### src/rtl/s2p_pkg.sv
// s2p_pkg: shared helpers for the s2p_multi deserializer.
// Holds the counter-width function, the lane-slice helper and the
// shift-register reset constant. Optional flush is built with S2P_FLUSH_EN.
package s2p_pkg;

    // Counter width for a range of n values, never narrower than one bit
    function automatic int cnt_width(input int n);
        return (n <= 2) ? 1 : $clog2(n);
    endfunction

    // Low bit of lane 'lane' inside the packed multi-lane output word
    function automatic int lane_lsb(input int lane, input int width);
        return lane * width;
    endfunction

    // Value every shift-register bit takes on reset or clear
    localparam logic SHIFT_RST_BIT = 1'b0;

endpackage

### src/rtl/s2p_lane.sv
// s2p_lane: one serial lane. It holds a WIDTH-bit shift/insert register.
// The position counter is shared and is owned by the top level.
// o_word is the word as it would stand after this cycle's sample. The top
// level captures that value when a word completes or is flushed.
module s2p_lane
    import s2p_pkg::*;
#(
    parameter int WIDTH     = 16,
    parameter int MSB_FIRST = 1,
    parameter int CNT_W     = cnt_width(WIDTH)
) (
    input  logic             clk,
    input  logic             rst_n,
    input  logic             i_clear,
    input  logic             i_tick,
    input  logic             i_bit,
    input  logic [CNT_W-1:0] i_bit_cnt,
    output logic [WIDTH-1:0] o_word
);

    logic [WIDTH-1:0] r_shift;
    logic [WIDTH-1:0] w_next;

    // Insert the incoming bit: shift in at bit 0, or write at the count position
    always_comb begin
        w_next = r_shift;
        if (MSB_FIRST != 0) begin
            w_next = {r_shift[WIDTH-2:0], i_bit};
        end else begin
            w_next[i_bit_cnt] = i_bit;
        end
    end

    assign o_word = i_tick ? w_next : r_shift;

    // Shift register: cleared on word emit / disable, loaded on each sample
    always_ff @(posedge clk or negedge rst_n) begin
        if (!rst_n) begin
            r_shift <= {WIDTH{SHIFT_RST_BIT}};
        end else if (i_clear) begin
            r_shift <= {WIDTH{SHIFT_RST_BIT}};
        end else if (i_tick) begin
            r_shift <= w_next;
        end
    end

endmodule

### src/rtl/s2p_multi.sv
// s2p_multi: multi-lane serial-to-parallel deserializer.
// Handshake: out_data is offered while out_valid is high. A word is
// transferred on a rising clk edge where out_valid and out_ready are both high.
// out_data and out_valid do not change while out_valid is high and
// out_ready is low, except that enable low discards the pending word.
// Building with S2P_FLUSH_EN adds the flush input and the out_bits output.
module s2p_multi
    import s2p_pkg::*;
#(
    parameter int CHANNELS  = 16,
    parameter int WIDTH     = 16,
    parameter int MSB_FIRST = 1
) (
    input  logic                      clk,
    input  logic                      rst_n,
    input  logic                      enable,
    input  logic                      tick,
    input  logic [CHANNELS-1:0]       in,
    output logic [CHANNELS*WIDTH-1:0] out_data,
    output logic                      out_valid,
    input  logic                      out_ready,
    output logic                      overflow,
    output logic                      busy
`ifdef S2P_FLUSH_EN
    ,
    input  logic                      flush,
    output logic [$clog2(WIDTH+1)-1:0] out_bits
`endif
);

    localparam int CNT_W = cnt_width(WIDTH);
    localparam logic [CNT_W-1:0] LAST_CNT = CNT_W'(WIDTH - 1);

    logic [CNT_W-1:0]          r_bit_cnt;
    logic [CHANNELS*WIDTH-1:0] r_out_data;
    logic                      r_out_valid;
    logic                      r_overflow;

    logic                      w_tick;
    logic                      w_last;
    logic                      w_flush_emit;
    logic                      w_emit;
    logic                      w_can_load;
    logic                      w_lane_clear;
    logic [CHANNELS*WIDTH-1:0] w_words;

    assign w_tick       = enable & tick;
    assign w_last       = w_tick & (r_bit_cnt == LAST_CNT);
`ifdef S2P_FLUSH_EN
    // A flush emits only when at least one bit is held, counting this cycle's sample
    assign w_flush_emit = enable & flush & ~w_last & (w_tick | (r_bit_cnt != '0));
`else
    assign w_flush_emit = 1'b0;
`endif
    assign w_emit       = w_last | w_flush_emit;
    assign w_can_load   = ~r_out_valid | out_ready;
    assign w_lane_clear = ~enable | w_emit;

    for (genvar c = 0; c < CHANNELS; c++) begin : g_lane
        s2p_lane #(
            .WIDTH     (WIDTH),
            .MSB_FIRST (MSB_FIRST),
            .CNT_W     (CNT_W)
        ) u_lane (
            .clk       (clk),
            .rst_n     (rst_n),
            .i_clear   (w_lane_clear),
            .i_tick    (w_tick),
            .i_bit     (in[c]),
            .i_bit_cnt (r_bit_cnt),
            .o_word    (w_words[lane_lsb(c, WIDTH) +: WIDTH])
        );
    end

    // Bit counter, output register, valid flag and sticky overflow
    always_ff @(posedge clk or negedge rst_n) begin
        if (!rst_n) begin
            r_bit_cnt   <= '0;
            r_out_data  <= '0;
            r_out_valid <= 1'b0;
            r_overflow  <= 1'b0;
        end else if (!enable) begin
            r_bit_cnt   <= '0;
            r_out_valid <= 1'b0;
            r_overflow  <= 1'b0;
        end else begin
            if (w_emit) begin
                r_bit_cnt <= '0;
            end else if (w_tick) begin
                r_bit_cnt <= r_bit_cnt + CNT_W'(1);
            end

            if (w_emit && w_can_load) begin
                r_out_data  <= w_words;
                r_out_valid <= 1'b1;
            end else if (w_emit) begin
                // Consumer is stalling on the held word: drop the new one
                r_overflow  <= 1'b1;
            end else if (r_out_valid && out_ready) begin
                r_out_valid <= 1'b0;
            end
        end
    end

`ifdef S2P_FLUSH_EN
    localparam int BITS_W = $clog2(WIDTH + 1);
    logic [BITS_W-1:0] r_out_bits;
    logic [BITS_W-1:0] w_emit_bits;

    assign w_emit_bits = w_last ? BITS_W'(WIDTH)
                                : BITS_W'(r_bit_cnt) + BITS_W'(w_tick);

    // Valid-bit count travels with the word into the output register
    always_ff @(posedge clk or negedge rst_n) begin
        if (!rst_n) begin
            r_out_bits <= '0;
        end else if (enable && w_emit && w_can_load) begin
            r_out_bits <= w_emit_bits;
        end
    end

    assign out_bits = r_out_bits;
`endif

    assign out_data  = r_out_data;
    assign out_valid = r_out_valid;
    assign overflow  = r_overflow;
    assign busy      = (r_bit_cnt != '0);

endmodule

### config.mk
export PLATFORM = sky130hd
export DESIGN_NAME = s2p_multi
export DESIGN_NICKNAME = d
export VERILOG_FILES = /design/src/rtl/s2p_pkg.sv /design/src/rtl/s2p_lane.sv /design/src/rtl/s2p_multi.sv
export SDC_FILE = /design/constraint.sdc
export NUM_CORES = 1
export LEC_CHECK = 0
export BUFFER_PORTS_ARGS = -buffer_cell sky130_fd_sc_hd__buf_2
export CAP_MARGIN = 20
export CORE_MARGIN = 10
export CORE_UTILIZATION = 52
export DETAILED_ROUTE_END_ITERATION = 8
export PLACE_DENSITY = 0.76
export SETUP_SLACK_MARGIN = 0.4
export SLEW_MARGIN = 10
export SYNTH_ARGS = -nofsm -noshare
export SYNTH_HDL_FRONTEND = slang
export SYNTH_SLANG_ARGS = --single-unit
### constraint.sdc
create_clock -name clk -period 1.85 [get_ports clk]
set_clock_uncertainty 0.2 [all_clocks]
set_input_delay 0.185 -clock clk [delete_from_list [all_inputs] [get_ports clk]]
set_output_delay 0.185 -clock clk [all_outputs]
set_load 0.02 [all_outputs]
==> summary.md, run 1 <==
| Metric | Value |
|---|---|
| Pin count of the biggest net entering global routing | `95` |
| Met2 wire len | `32590 um` |
| Critical path class | `reg -> reg` |
| Largest area contributor in the netlist | `dfrtp_1` |
| Final wirelength | `67190 um` |
| Reported net switching power | `5.199 mW` |
| Post-DP HPWL | `34980 um` |
| CTS Root Cell | `clkbuf_16` |
| Final instance area | `28520 um2` |
| CTS H-tree lvls | `2` |
| Cell Area, Synth | `21500 um2` |
| CTS Hold Bufs | `24` |
| Top sig layer | `met4` |
| Number of DRC markers in iteration 0 | `1832` |
| Routed len/inst | `21.37 um` |
| Fraction of layout cells with a size suffix above 1 | `33.84%` |
| Net Sw Frac | `22.87%` |
| Most common cell in the netlist | `dfrtp_1` |
| I/O Pins | `280` |
| CTS sink cnt | `502` |
| Crit-path cells | `buf_4, ha_2, and3_4, and3_4, buf_12, buf_12, buf_12, bufbuf_16, o21ai_1` |
| Peak supply drop | `0.6261 mV` |
| Setup crit end kind | `flip-flop` |
| Global-route usage over all layers | `25.13%` |
| Final Max Tran Viols | `0` |
| Share of the synthesized area in the top cell type | `58.42%` |
| Initial core utilization | `52.66%` |
| RSZ-0062 raised after global routing | `yes` |
| Core Box Area | `40830 um2` |
| Hold Vio Cnt, Final | `29` |
| Transition time of the tightest slew-check pin | `551.0 ps` |
| Vias in the first global route | `18640` |
| Synth area leaders | `dfrtp_1 (58%), nand2_1 (8.4%), a21oi_2 (8.0%), nand4_1 (7.4%), o21ai_0 (5.1%)` |
| Final Cycle Share | `121.0%` |
| Post-synth ARST share | `100.0%` |
| Clk pwr share | `46.3%` |
| Met3 WL post-DR | `5710 um` |
| CP bufs+invs | `5` |
| HP Class | `in -> async` |
| Synthesis-to-layout area growth | `32.64%` |
| Initial antenna violation count | `0` |
| Max_slew headroom | `63.27%` |
| Cell Int Power | `17.53 mW` |
| Vias after detailed routing | `18490` |
| ANT nets after route | `0` |
| Met1 wire length | `26570 um` |
| CP peak stage delay | `420 ps` |
| Placed cell areas | `23910 um2` |
| GRT Residual Overflow | `0` |
| Violated checks | `hold timing, setup timing` |
| Synth warn | `0` |
| Crit path launch type | `flip-flop` |
| Nets | `2598` |
| TritonCTS clock tree | `done` |
| Max Fclk | `446.9 MHz` |
| FILL cells | `2746` |
| Syn Inst Count | `2215` |
| Dpl cells | `2923` |
| Post-Syn Area per Cell | `9.708 um2` |
| CP max FO | `7` |
| I/O Buffers | `279` |
| PnR worst setup slack | `-387.6 ps` |
| CP Data Required Time | `2160 ps` |
| Clock Latency Late Sink | `600 ps` |
| Post-synthesis sequential area ratio | `58.42%` |
| Logic pwr share | `5.2%` |
| Fin crit period | `2238 ps` |
| Detailed Routing Iterations Pass 1 | `6` |
| # Max-Cap Violations | `0` |
| Clk slew on worst S/H paths | `70 ps` |
| Clock Path Buffers | `3` |
| DIE WIDTH | `223.4 um` |
| Slowest-stage cell, CP | `dfrtp_1` |
| FF+latch count, synth | `502` |
| First-pass GRT wire length | `102700 um` |
| Mapped Nets | `2238` |
| Die height | `223.4 um` |
| Arrival time of the worst setup path | `2540 ps` |
| Synth top cells by count | `dfrtp_1 (502), nand2_1 (483), inv_1 (258)` |
| Netlist cell types | `30` |
| Placement Rows | `74` |
| CP most frequent cell | `buf_12` |
| Routability cong. | `0.8207` |
| Filler-free cell count of the finished design | `3144` |
| CP top delay family | `buffers and inverters` |
| Status | `complete, but fails checks` |
| CTS buffer count | `51` |
| WHS | `-54.91 ps` |
| Die area | `49890 um2` |
| Post-synth EDFFs | `0` |
| Post-synth top flop | `dfrtp_1` |
| Via density | `5.881` |
| # DRC | `0` |
| LEAKAGE | `12.46 nW` |
| Ant diodes | `0` |
| DP Worst Slack | `-47.76 ps` |
| Flop pwr share | `48.5%` |
| Power Dens Cells | `797.1 nW/um2` |
| Setup TNS | `-108730 ps` |
| Setup-failing EPs final | `500` |
kinds of logic (layout without fill, tap and decap cells):
family	count (synthesis)	after routing	share of synthesized area [%]
buffers and inverters	455	852	9.869
multiplexers	1	1	0.04655
flip-flops	502	502	58.42
AND/OR/NAND/NOR	751	751	16.26
AO/OA/AOI/OAI	503	503	15.24
adder cells (fa/ha/maj)	2	2	0.1164
XOR/XNOR	1	1	0.04074
layout by cell type (no fill, tap or decap), types with 12 or more instances in the layout:
cell           instances
buf_6                 12
buf_4                 61
dlygate4sd3_1         24
a21oi_2              233
dfrtp_1              502
bufbuf_16             14
buf_2                277
buf_12                60
nand4_1              256
clkbuf_16             64
buf_16                35
nand2_1              482
clkinv_2              12
inv_1                256
o21ai_1              182
o21ai_2               67
power groups by stage:
| stage | combinational, mW | sequential (mW) | clock [mW] |
|---|---|---|---|
| 5_1_grt | 1.27 | 11.0 | 11.1 |
| 4_1_cts | 1.11 | 11.0 | 10.6 |
| 3_3_place_gp | 0.940 | 11.2 | 0 |
| 6_report | 1.18 | 11.0 | 10.5 |
| 3_5_place_dp | 0.955 | 11.2 | 0 |
| 2_1_floorplan | 0.490 | 11.2 | 0 |
path summary, 6_finish.rpt:
| kind | to | startpoint | depth (start not counted) | slack (ps) |
|---|---|---|---|---|
| max in group asynchronous | out_data[2] | rst_n | 3 | 670 |
| hold reg to reg | out_data[180] | out_data[180] | 2 | 320 |
| setup / recovery | out_data[133] | r_bit_cnt[1] | 9 | -390 |
| setup reg to reg | out_data[133] | r_bit_cnt[1] | 9 | -390 |
| hold / removal | g_lane[11].u_lane.r_shift[7] | rst_n | 2 | -50 |
| min in group clk | g_lane[4].u_lane.r_shift[10] | enable | 6 | 30 |
per-layer routing:
layer  vias to the layer above  global-route usage [%]
met4                         0                   9.808
met5                         -                       0
met3                       186                   5.792
li1                       8085                       -
met1                      9257                   32.48
met2                       963                   40.35
final cells by class:
class                      count  area [um2]  area share, %
clock inverter                23       259.0         0.9081
tap                          532       665.6          2.334
multi-input combinational   1258        7352          25.78
timing repair buffer         504        5285          18.53
clock buffer                  67        1426          5.001
inverter                     258       970.9          3.404
sequential                   502       12560          44.04
registers in the layout (all words and copies together) (netlist names):
signal and cells:
out_data 256, g_lane.u_lane.r_shift 240, r_bit_cnt 4, out_valid 1, overflow 1
what timing repair did:
item | in CTS | in global routing
hold endpoints to repair | 545 | 13
cloned | 42 | 14
pin swaps | 27 | 5
setup buffers | 34 | 17
gates resized for setup | 214 | 32
endpoints found under the setup margin | 758 | 759
through the flow:
step                      power, mW  utilization (%)
final                         22.73            69.85
after global routing          23.35            69.85
after CTS                     22.72            68.24
after detailed placement      12.18            58.55
after global placement        12.17            58.55
after floorplan               11.72                -
worst reg2reg max path, delay by kind of cell (launching register included):
| kind | cells | cell delay, ps |
|---|---|---|
| buf+inv | 5 | 840 |
| flops | 1 | 420 |
| fa+ha+maj | 1 | 190 |
| simple gates | 2 | 340 |
| compound gates | 1 | 180 |
(Power assumes the default switching activity.)
==> inputs of run 2 (changes only) <==
PLACE_DENSITY = 0.77   (was 0.76)
REMOVE_ABC_BUFFERS = 1   (was unset)
==> run 2 against run 1 <==
Net effect: the flow still finishes with violations (hold timing, setup timing); final area fell by 3.0%; largest power group unchanged; register-to-register slack improved by 50 ps; sequential cell count did not move; hold slack improved by 25 ps; core utilization fell by 2.1 points; clock power barely moved; critical endpoint is now busy; via count fell by 3.5%; non-clock buffer count fell by 34; count of clock-buffer cells in the layout rose by 8; fmax rose by 1.4%.
==> summary.md, run 2 (synthesized netlist as in run 1, its figures left out) <==
| Metric | Value |
|---|---|
| Setup crit end kind | `primary output (was flip-flop)` |
| Placed cell areas | `23580 um2 (was 23910 um2)` |
| Routed len/inst | `20.28 um (was 21.37 um)` |
| HP Class | `in -> async (unchanged)` |
| I/O Pins | `280 (unchanged)` |
| GRT Residual Overflow | `0 (unchanged)` |
| CTS Root Cell | `clkbuf_16 (unchanged)` |
| Core Box Area | `40830 um2 (unchanged)` |
| Crit-path cells | `buf_6, inv_4, ha_4, or3b_4, buf_6 (was buf_4, ha_2, and3_4, and3_4, buf_12, buf_12, buf_12, bufbuf_16, o21ai_1)` |
| CTS H-tree lvls | `2 (unchanged)` |
| Number of DRC markers in iteration 0 | `1929 (was 1832)` |
| Arrival time of the worst setup path | `1820 ps (was 2540 ps)` |
| Post-DP HPWL | `34320 um (was 34980 um)` |
| Flop pwr share | `47.8% (was 48.5%)` |
| Hold Vio Cnt, Final | `19 (was 29)` |
| Die area | `49890 um2 (unchanged)` |
| Slowest-stage cell, CP | `or3b_4 (was dfrtp_1)` |
| Setup-failing EPs final | `500 (unchanged)` |
| CTS buffer count | `52 (was 51)` |
| RSZ-0062 raised after global routing | `yes (unchanged)` |
| Nets | `2568 (was 2598)` |
| First-pass GRT wire length | `99190 um (was 102700 um)` |
| Clock Latency Late Sink | `590 ps (was 600 ps)` |
| Final instance area | `27670 um2 (was 28520 um2)` |
| Status | `complete, but fails checks (unchanged)` |
| Dpl cells | `2922 (was 2923)` |
| Pin count of the biggest net entering global routing | `78 (was 95)` |
| Net Sw Frac | `22.75% (was 22.87%)` |
| CP max FO | `2 (was 7)` |
| Routability cong. | `0.8021 (was 0.8207)` |
| Final Cycle Share | `119.3% (was 121.0%)` |
| Logic pwr share | `5.4% (was 5.2%)` |
| Initial antenna violation count | `1 (was 0)` |
| TritonCTS clock tree | `done (unchanged)` |
| Via density | `5.717 (was 5.881)` |
| Crit path launch type | `flip-flop (unchanged)` |
| ANT nets after route | `0 (unchanged)` |
| Critical path class | `reg -> out (was reg -> reg)` |
| Max reg flops | `256 (unchanged)` |
| CP most frequent cell | `buf_6 (was buf_12)` |
| Violated checks | `hold timing, setup timing (unchanged)` |
| Most frequent cells in the layout | `dfrtp_1 (501), nand2_1 (482), buf_2 (277), inv_1 (256), nand4_1 (256) (was dfrtp_1 (502), nand2_1 (482), buf_2 (277), inv_1 (256), nand4_1 (256))` |
| CP peak stage delay | `400 ps (was 420 ps)` |
| CP Data Required Time | `1460 ps (was 2160 ps)` |
| # DRC | `0 (unchanged)` |
| # Max-Cap Violations | `0 (unchanged)` |
| Synthesis-to-layout area growth | `28.69% (was 32.64%)` |
| Clk pwr share | `46.8% (was 46.3%)` |
| Detailed Routing Iterations Pass 1 | `5 (was 6)` |
| Peak supply drop | `0.7643 mV (was 0.6261 mV)` |
| Filler-free cell count of the finished design | `3121 (was 3144)` |
| LEAKAGE | `12.12 nW (was 12.46 nW)` |
| Placement Rows | `74 (unchanged)` |
| Fraction of layout cells with a size suffix above 1 | `31.41% (was 33.84%)` |
| Final wirelength | `63300 um (was 67190 um)` |
| DP Worst Slack | `-122.9 ps (was -47.76 ps)` |
| Die height | `223.4 um (unchanged)` |
| Initial core utilization | `52.66% (unchanged)` |
| Vias after detailed routing | `17840 (was 18490)` |
| DIE WIDTH | `223.4 um (unchanged)` |
| Vias in the first global route | `18090 (was 18640)` |
| Clock Path Buffers | `3 (unchanged)` |
| Commonest non-fill, non-tap cell in the layout | `dfrtp_1 (unchanged)` |
| Final Max Tran Viols | `0 (unchanged)` |
| Setup TNS | `-125870 ps (was -108730 ps)` |
| Max Fclk | `453.1 MHz (was 446.9 MHz)` |
| WHS | `-29.42 ps (was -54.91 ps)` |
| Fin crit period | `2207 ps (was 2238 ps)` |
| Reported net switching power | `5.245 mW (was 5.199 mW)` |
| CTS sink cnt | `502 (unchanged)` |
| Max_slew headroom | `63.97% (was 63.27%)` |
| Clk slew on worst S/H paths | `60 ps (was 70 ps)` |
| Power Dens Cells | `833.1 nW/um2 (was 797.1 nW/um2)` |
| Cell Int Power | `17.81 mW (was 17.53 mW)` |
| I/O Buffers | `279 (unchanged)` |
| CTS Hold Bufs | `22 (was 24)` |
| Final core occ | `67.77% (was 69.85%)` |
| Transition time of the tightest slew-check pin | `540.4 ps (was 551.0 ps)` |
| PnR worst setup slack | `-357.2 ps (was -387.6 ps)` |
| Global-route usage over all layers | `24.18% (was 25.13%)` |
[run 2: cell type report]
type | count | area [um2]
Timing Repair Buffer | 470 | 4468
Clock buffer | 75 | 1499
Sequential cell | 502 | 12560
Fill cell | 2842 | 13160
Antenna cell | 1 | 2.502
Clock inverter | 22 | 256.5
Inverter | 258 | 970.9
Tap cell | 532 | 665.6
Multi-Input combinational cell | 1261 | 7246
[run 2: worst max-delay path, delay by kind of cell (launching register included)]
kind | cells | cell delay [ps]
and+or+nand+nor | 1 | 400
DFF | 1 | 390
buffers and inverters | 3 | 330
adders and majority gates | 1 | 110
[run 2: what timing repair did]
| item | CTS | global route |
|---|---|---|
| buffers inserted | 33 | 6 |
| cloned | 36 | 4 |
| setup endpoints to repair | 758 | 760 |
| resized for setup | 197 | 134 |
| pin swaps | 20 | 3 |
| hold endpoints to repair | 541 | 18 |
[run 2: through the flow]
stage,hold slack (ps),total power [mW]
floorplan,-310.6,11.55
global placement,-28.89,12.10
detailed placement,-26.00,12.11
CTS,-25.62,23.07
global route,-8.215,23.70
finish,-29.42,23.05
[run 2: worst paths after layout]
check                                        startpoint                      endpoint  slack (ps)  cells after the start
setup / recovery                           r_bit_cnt[1]                          busy        -360                      5
hold / removal                                    rst_n   g_lane[8].u_lane.r_shift[0]         -30                      2
setup reg to reg                           r_bit_cnt[1]  g_lane[9].u_lane.r_shift[13]        -340                     10
hold reg to reg            g_lane[3].u_lane.r_shift[14]                  out_data[63]         320                      2
max in group asynchronous                         rst_n                 out_data[214]         720                      3
min in group clk                                 enable   g_lane[3].u_lane.r_shift[4]          60                      5
[run 2: layer usage]
metal	part of all wire (%)	vias to the layer above	track usage, %
li1	-	8056	-
met1	40	8857	30.68
met2	50	758	40.52
met3	6.2	171	3.910
met4	3.4	0	9.786
met5	0	-	0
[run 2: power by group through the flow]
stage                     clock, mW  sequential (mW)  combinational [mW]
final                          10.8             11.0                1.24
after global routing           11.4             11.0                1.33
after CTS                      10.8             11.0                1.21
after detailed placement          0             11.2               0.884
after global placement            0             11.2               0.870
after floorplan                   0             11.2               0.323
==> inputs of run 3 (changes only) <==
--- a/config.mk
+++ b/config.mk
@@ -10,10 +10,11 @@
 export CORE_MARGIN = 10
-export CORE_UTILIZATION = 52
+export CORE_UTILIZATION = 53
 export DETAILED_ROUTE_END_ITERATION = 8
-export PLACE_DENSITY = 0.77
+export PLACE_DENSITY = 0.78
 export REMOVE_ABC_BUFFERS = 1
 export SETUP_SLACK_MARGIN = 0.4
-export SLEW_MARGIN = 10
+export SLEW_MARGIN = 0
 export SYNTH_ARGS = -nofsm -noshare
 export SYNTH_HDL_FRONTEND = slang
+export SYNTH_HIERARCHICAL = 1
 export SYNTH_SLANG_ARGS = --single-unit
==> constraint.sdc (replaced) <==
create_clock -name clk -period 1.85 [get_ports clk]
set_clock_uncertainty 0.2 [all_clocks]
set_input_delay 0.0925 -clock clk [delete_from_list [all_inputs] [get_ports clk]]
set_output_delay 0.0925 -clock clk [all_outputs]
set_load 0.02 [all_outputs]
==> run 3 against run 2 <==
Net effect: the flow still finishes with violations (hold timing, setup timing); count of clock-buffer cells in the layout up 7; via count down 28%; largest power group unchanged; register-to-register slack about the same.
==> summary.md, run 3 <==
| Metric | Value |
|---|---|
| Cell Area, Synth | `22590 um2 (was 21500 um2)` |
| Commonest non-fill, non-tap cell in the layout | `dfrtp_1 (unchanged)` |
| Initial core utilization | `53.74% (was 52.66%)` |
| CTS Root Cell | `clkbuf_16 (unchanged)` |
| HP Class | `in -> reg (was in -> async)` |
| Busiest grt layer | `met2 (unchanged)` |
| Met1 usage | `26.06% (was 30.68%)` |
| Syn Inst Count | `1391 (was 2215)` |
| Synthesis-to-layout area growth | `32.33% (was 28.69%)` |
| I/O Pins | `280 (unchanged)` |
| Final wirelength | `57510 um (was 63300 um)` |
| # DRC | `0 (unchanged)` |
| Arrival time of the worst setup path | `2480 ps (was 1820 ps)` |
| Net Sw Frac | `21.92% (was 22.75%)` |
| Filler-free cell count of the finished design | `2431 (was 3121)` |
| Synth warn | `6 (was 0)` |
| Final Max Tran Viols | `0 (unchanged)` |
| Ant diodes | `0 (was 1)` |
| I/O Buffers | `279 (unchanged)` |
| CTS Hold Bufs | `19 (was 22)` |
| # Max-Cap Violations | `0 (unchanged)` |
| DP Worst Slack | `-159.1 ps (was -122.9 ps)` |
| RSZ-0062 raised after global routing | `yes (unchanged)` |
| HP Start | `out_ready` |
| Met3 usage | `3.140% (was 3.910%)` |
| Post-synth ARST share | `100.0% (unchanged)` |
| Core Box Area | `42040 um2 (was 40830 um2)` |
| Die height | `226.5 um (was 223.4 um)` |
| Most frequent cells in the layout | `dfrtp_1 (518), mux2_4 (405), buf_2 (277), nor2b_1 (158), mux2_2 (106) (was dfrtp_1 (501), nand2_1 (482), buf_2 (277), inv_1 (256), nand4_1 (256))` |
| Grt met2 use | `34.50% (was 40.52%)` |
| GRT Residual Overflow | `0 (unchanged)` |
| Crit path launch type | `flip-flop (unchanged)` |
| Setup-failing EPs final | `513 (was 500)` |
| Routed len/inst | `23.66 um (was 20.28 um)` |
| Flop2flop setup slack | `-340 ps (about the same)` |
| Max Fclk | `456.5 MHz (was 453.1 MHz)` |
| Critical path class | `reg -> reg (was reg -> out)` |
| Peak supply drop | `0.5781 mV (was 0.7643 mV)` |
| ANT nets after route | `0 (unchanged)` |
| CTS buffer count | `53 (was 52)` |
| Logic pwr share | `5.5% (was 5.4%)` |
| Final instance area | `29900 um2 (was 27670 um2)` |
| Max_slew headroom | `66.64% (was 63.97%)` |
| Status | `complete, but fails checks (unchanged)` |
| LEAKAGE | `16.00 nW (was 12.12 nW)` |
| Initial antenna violation count | `0 (was 1)` |
| Hold Vio Cnt, Final | `31 (was 19)` |
| Placed cell areas | `25310 um2 (was 23580 um2)` |
| Worst Hold Path EP | `out_valid` |
| Detailed Routing Iterations Pass 1 | `4 (was 5)` |
| CTS H-tree lvls | `2 (unchanged)` |
| Clock Latency Late Sink | `590 ps (about the same)` |
| Nets | `1872 (was 2568)` |
| Flop pwr share | `48.0% (was 47.8%)` |
| Violated checks | `hold timing, setup timing (unchanged)` |
| Post-synth EDFFs | `0 (unchanged)` |
| Fin crit period | `2191 ps (was 2207 ps)` |
| Post-synthesis sequential area ratio | `57.37% (was 58.42%)` |
| Die area | `51290 um2 (was 49890 um2)` |
| Synth area leaders | `dfrtp_1 (57%), mux2_4 (24%), nor2b_1 (7.1%), mux2_2 (5.6%), buf_6 (2.9%) (was dfrtp_1 (58%), nand2_1 (8.4%), a21oi_2 (8.0%), nand4_1 (7.4%), o21ai_0 (5.1%))` |
| Via density | `5.283 (was 5.717)` |
| Transition time of the tightest slew-check pin | `500.5 ps (was 540.4 ps)` |
| Setup TNS | `-115630 ps (was -125870 ps)` |
| Vias after detailed routing | `12840 (was 17840)` |
| Pin count of the biggest net entering global routing | `66 (was 78)` |
| Clock Path Buffers | `3 (unchanged)` |
| Most common cell in the netlist | `dfrtp_1 (unchanged)` |
| Clk pwr share | `46.5% (was 46.8%)` |
| Placement Rows | `75 (was 74)` |
| FILL cells | `2570 (was 2842)` |
| Setup crit end kind | `flip-flop (was primary output)` |
| Post-Syn Area per Cell | `16.24 um2 (was 9.708 um2)` |
| Reported net switching power | `5.195 mW (was 5.245 mW)` |
| Number of DRC markers in iteration 0 | `719 (was 1929)` |
| TritonCTS clock tree | `done (unchanged)` |
| Share of the synthesized area in the top cell type | `57.37% (was 58.42%)` |
| CP Data Required Time | `2140 ps (was 1460 ps)` |
| DIE WIDTH | `226.5 um (was 223.4 um)` |
| Final Cycle Share | `118.4% (was 119.3%)` |
| Netlist cell types | `23 (was 30)` |
| Cell Int Power | `18.51 mW (was 17.81 mW)` |
| Fraction of layout cells with a size suffix above 1 | `61.52% (was 31.41%)` |
| Dpl cells | `2242 (was 2922)` |
| PnR worst setup slack | `-340.6 ps (was -357.2 ps)` |
| Synth top cells by count | `dfrtp_1 (518), mux2_4 (360), nor2b_1 (256) (was dfrtp_1 (502), nand2_1 (483), inv_1 (258))` |
| R2R cell count | `10 (unchanged)` |
| FF+latch count, synth | `518 (was 502)` |
| Largest area contributor in the netlist | `dfrtp_1 (unchanged)` |
| CP startpoint | `r_bit_cnt[0] (was r_bit_cnt[1])` |
| Power Dens Cells | `792.8 nW/um2 (was 833.1 nW/um2)` |
| Post-DP HPWL | `33700 um (was 34320 um)` |
| Clk slew on worst S/H paths | `60 ps (about the same)` |
| WHS | `-252.5 ps (was -29.42 ps)` |
| CP max FO | `8 (was 2)` |
| CTS sink cnt | `518 (was 502)` |
| First-pass GRT wire length | `82180 um (was 99190 um)` |
| Hold Crit Depth | `3` |
| Vias in the first global route | `13940 (was 18090)` |
| Routability cong. | `0.7756 (was 0.8021)` |
| Global-route usage over all layers | `20.25% (was 24.18%)` |
| Post-synth top flop | `dfrtp_1 (unchanged)` |
| Reg2reg end | `g_lane[14].u_lane/r_shift[3] (was g_lane[9].u_lane.r_shift[13])` |
| Crit Reg-Reg Startpoint | `r_bit_cnt[0] (was r_bit_cnt[1])` |
-- run 3: cell families (layout without fill, tap and decap cells) --
logic type               after synthesis  count (layout)  synth area share, %
multiplexers                         513             513                31.54
AND/OR/NAND/NOR                      272             272                7.526
flip-flops                           518             518                57.37
XOR/XNOR                               1               1              0.03877
adder cells (fa/ha/maj)                2               2               0.1107
AO/OA/AOI/OAI                          6               6               0.1329
buffers and inverters                 79             580                3.278
-- run 3: power groups by stage --
stage | logic (mW) | clock network [mW] | registers (mW)
global placement | 0.912 | 0 | 11.6
finish | 1.30 | 11.0 | 11.4
CTS | 1.06 | 11.2 | 11.4
global route | 1.38 | 11.7 | 11.4
floorplan | 0.506 | 0 | 11.6
detailed placement | 0.933 | 0 | 11.6
-- run 3: worst max-delay path, cell delays in order, from the launching register on --
cell	delay (ps)
dfrtp_1	410
buf_6	130
ha_4	150
and3_4	170
buf_4	140
nand3_4	110
nand2_8	130
buf_12	170
clkbuf_16	170
clkbuf_16	170
nor2b_1	130
-- run 3: metrics by stage --
| stage | utilization [%] | total power, mW |
|---|---|---|
| after floorplan | - | 12.08 |
| after CTS | 67.38 | 23.65 |
| after detailed placement | 60.21 | 12.51 |
| after global placement | 60.21 | 12.49 |
| final | 71.12 | 23.70 |
| after global routing | 71.12 | 24.45 |
-- run 3: metal layers --
| layer | vias to the layer above | wire length, um |
|---|---|---|
| met5 | - | 0 |
| met4 | 0 | 1343 |
| met3 | 92 | 2124 |
| met2 | 254 | 30580 |
| met1 | 6823 | 23470 |
| li1 | 5673 | - |
-- run 3: how the worst max path moves through the flow --
stage	to	slack, ps	depth (start not counted)
final	g_lane[14].u_lane/r_shift[3]	-340	10
after global routing	g_lane[14].u_lane/r_shift[3]	-390	10
after CTS	busy	-280	5
after detailed placement	out_data[205]	-160	6
after global placement	out_data[180]	-120	6
after floorplan	g_lane[0].u_lane/r_shift[0]	-7770	3
-- run 3: area by class of cell --
class                   instances  area (um2)  share of cell area [%]
flip-flops and latches        518       12960                   43.35
multi-input cells             794        9749                   32.61
clock inverters                16       188.9                  0.6319
clock buffers                  82        1618                   5.411
inverters                       3       16.27                 0.05440
well taps                     539       674.4                   2.256
repair buffers                479        4690                   15.68
-- run 3: timing repair --
action                                  in CTS  in global routing
resized for setup                          106                200
pin swaps                                    0                  3
cloned                                      15                 27
endpoints found under the setup margin     756                769
buffers inserted                            19                 11
hold endpoints to repair                   556                 31
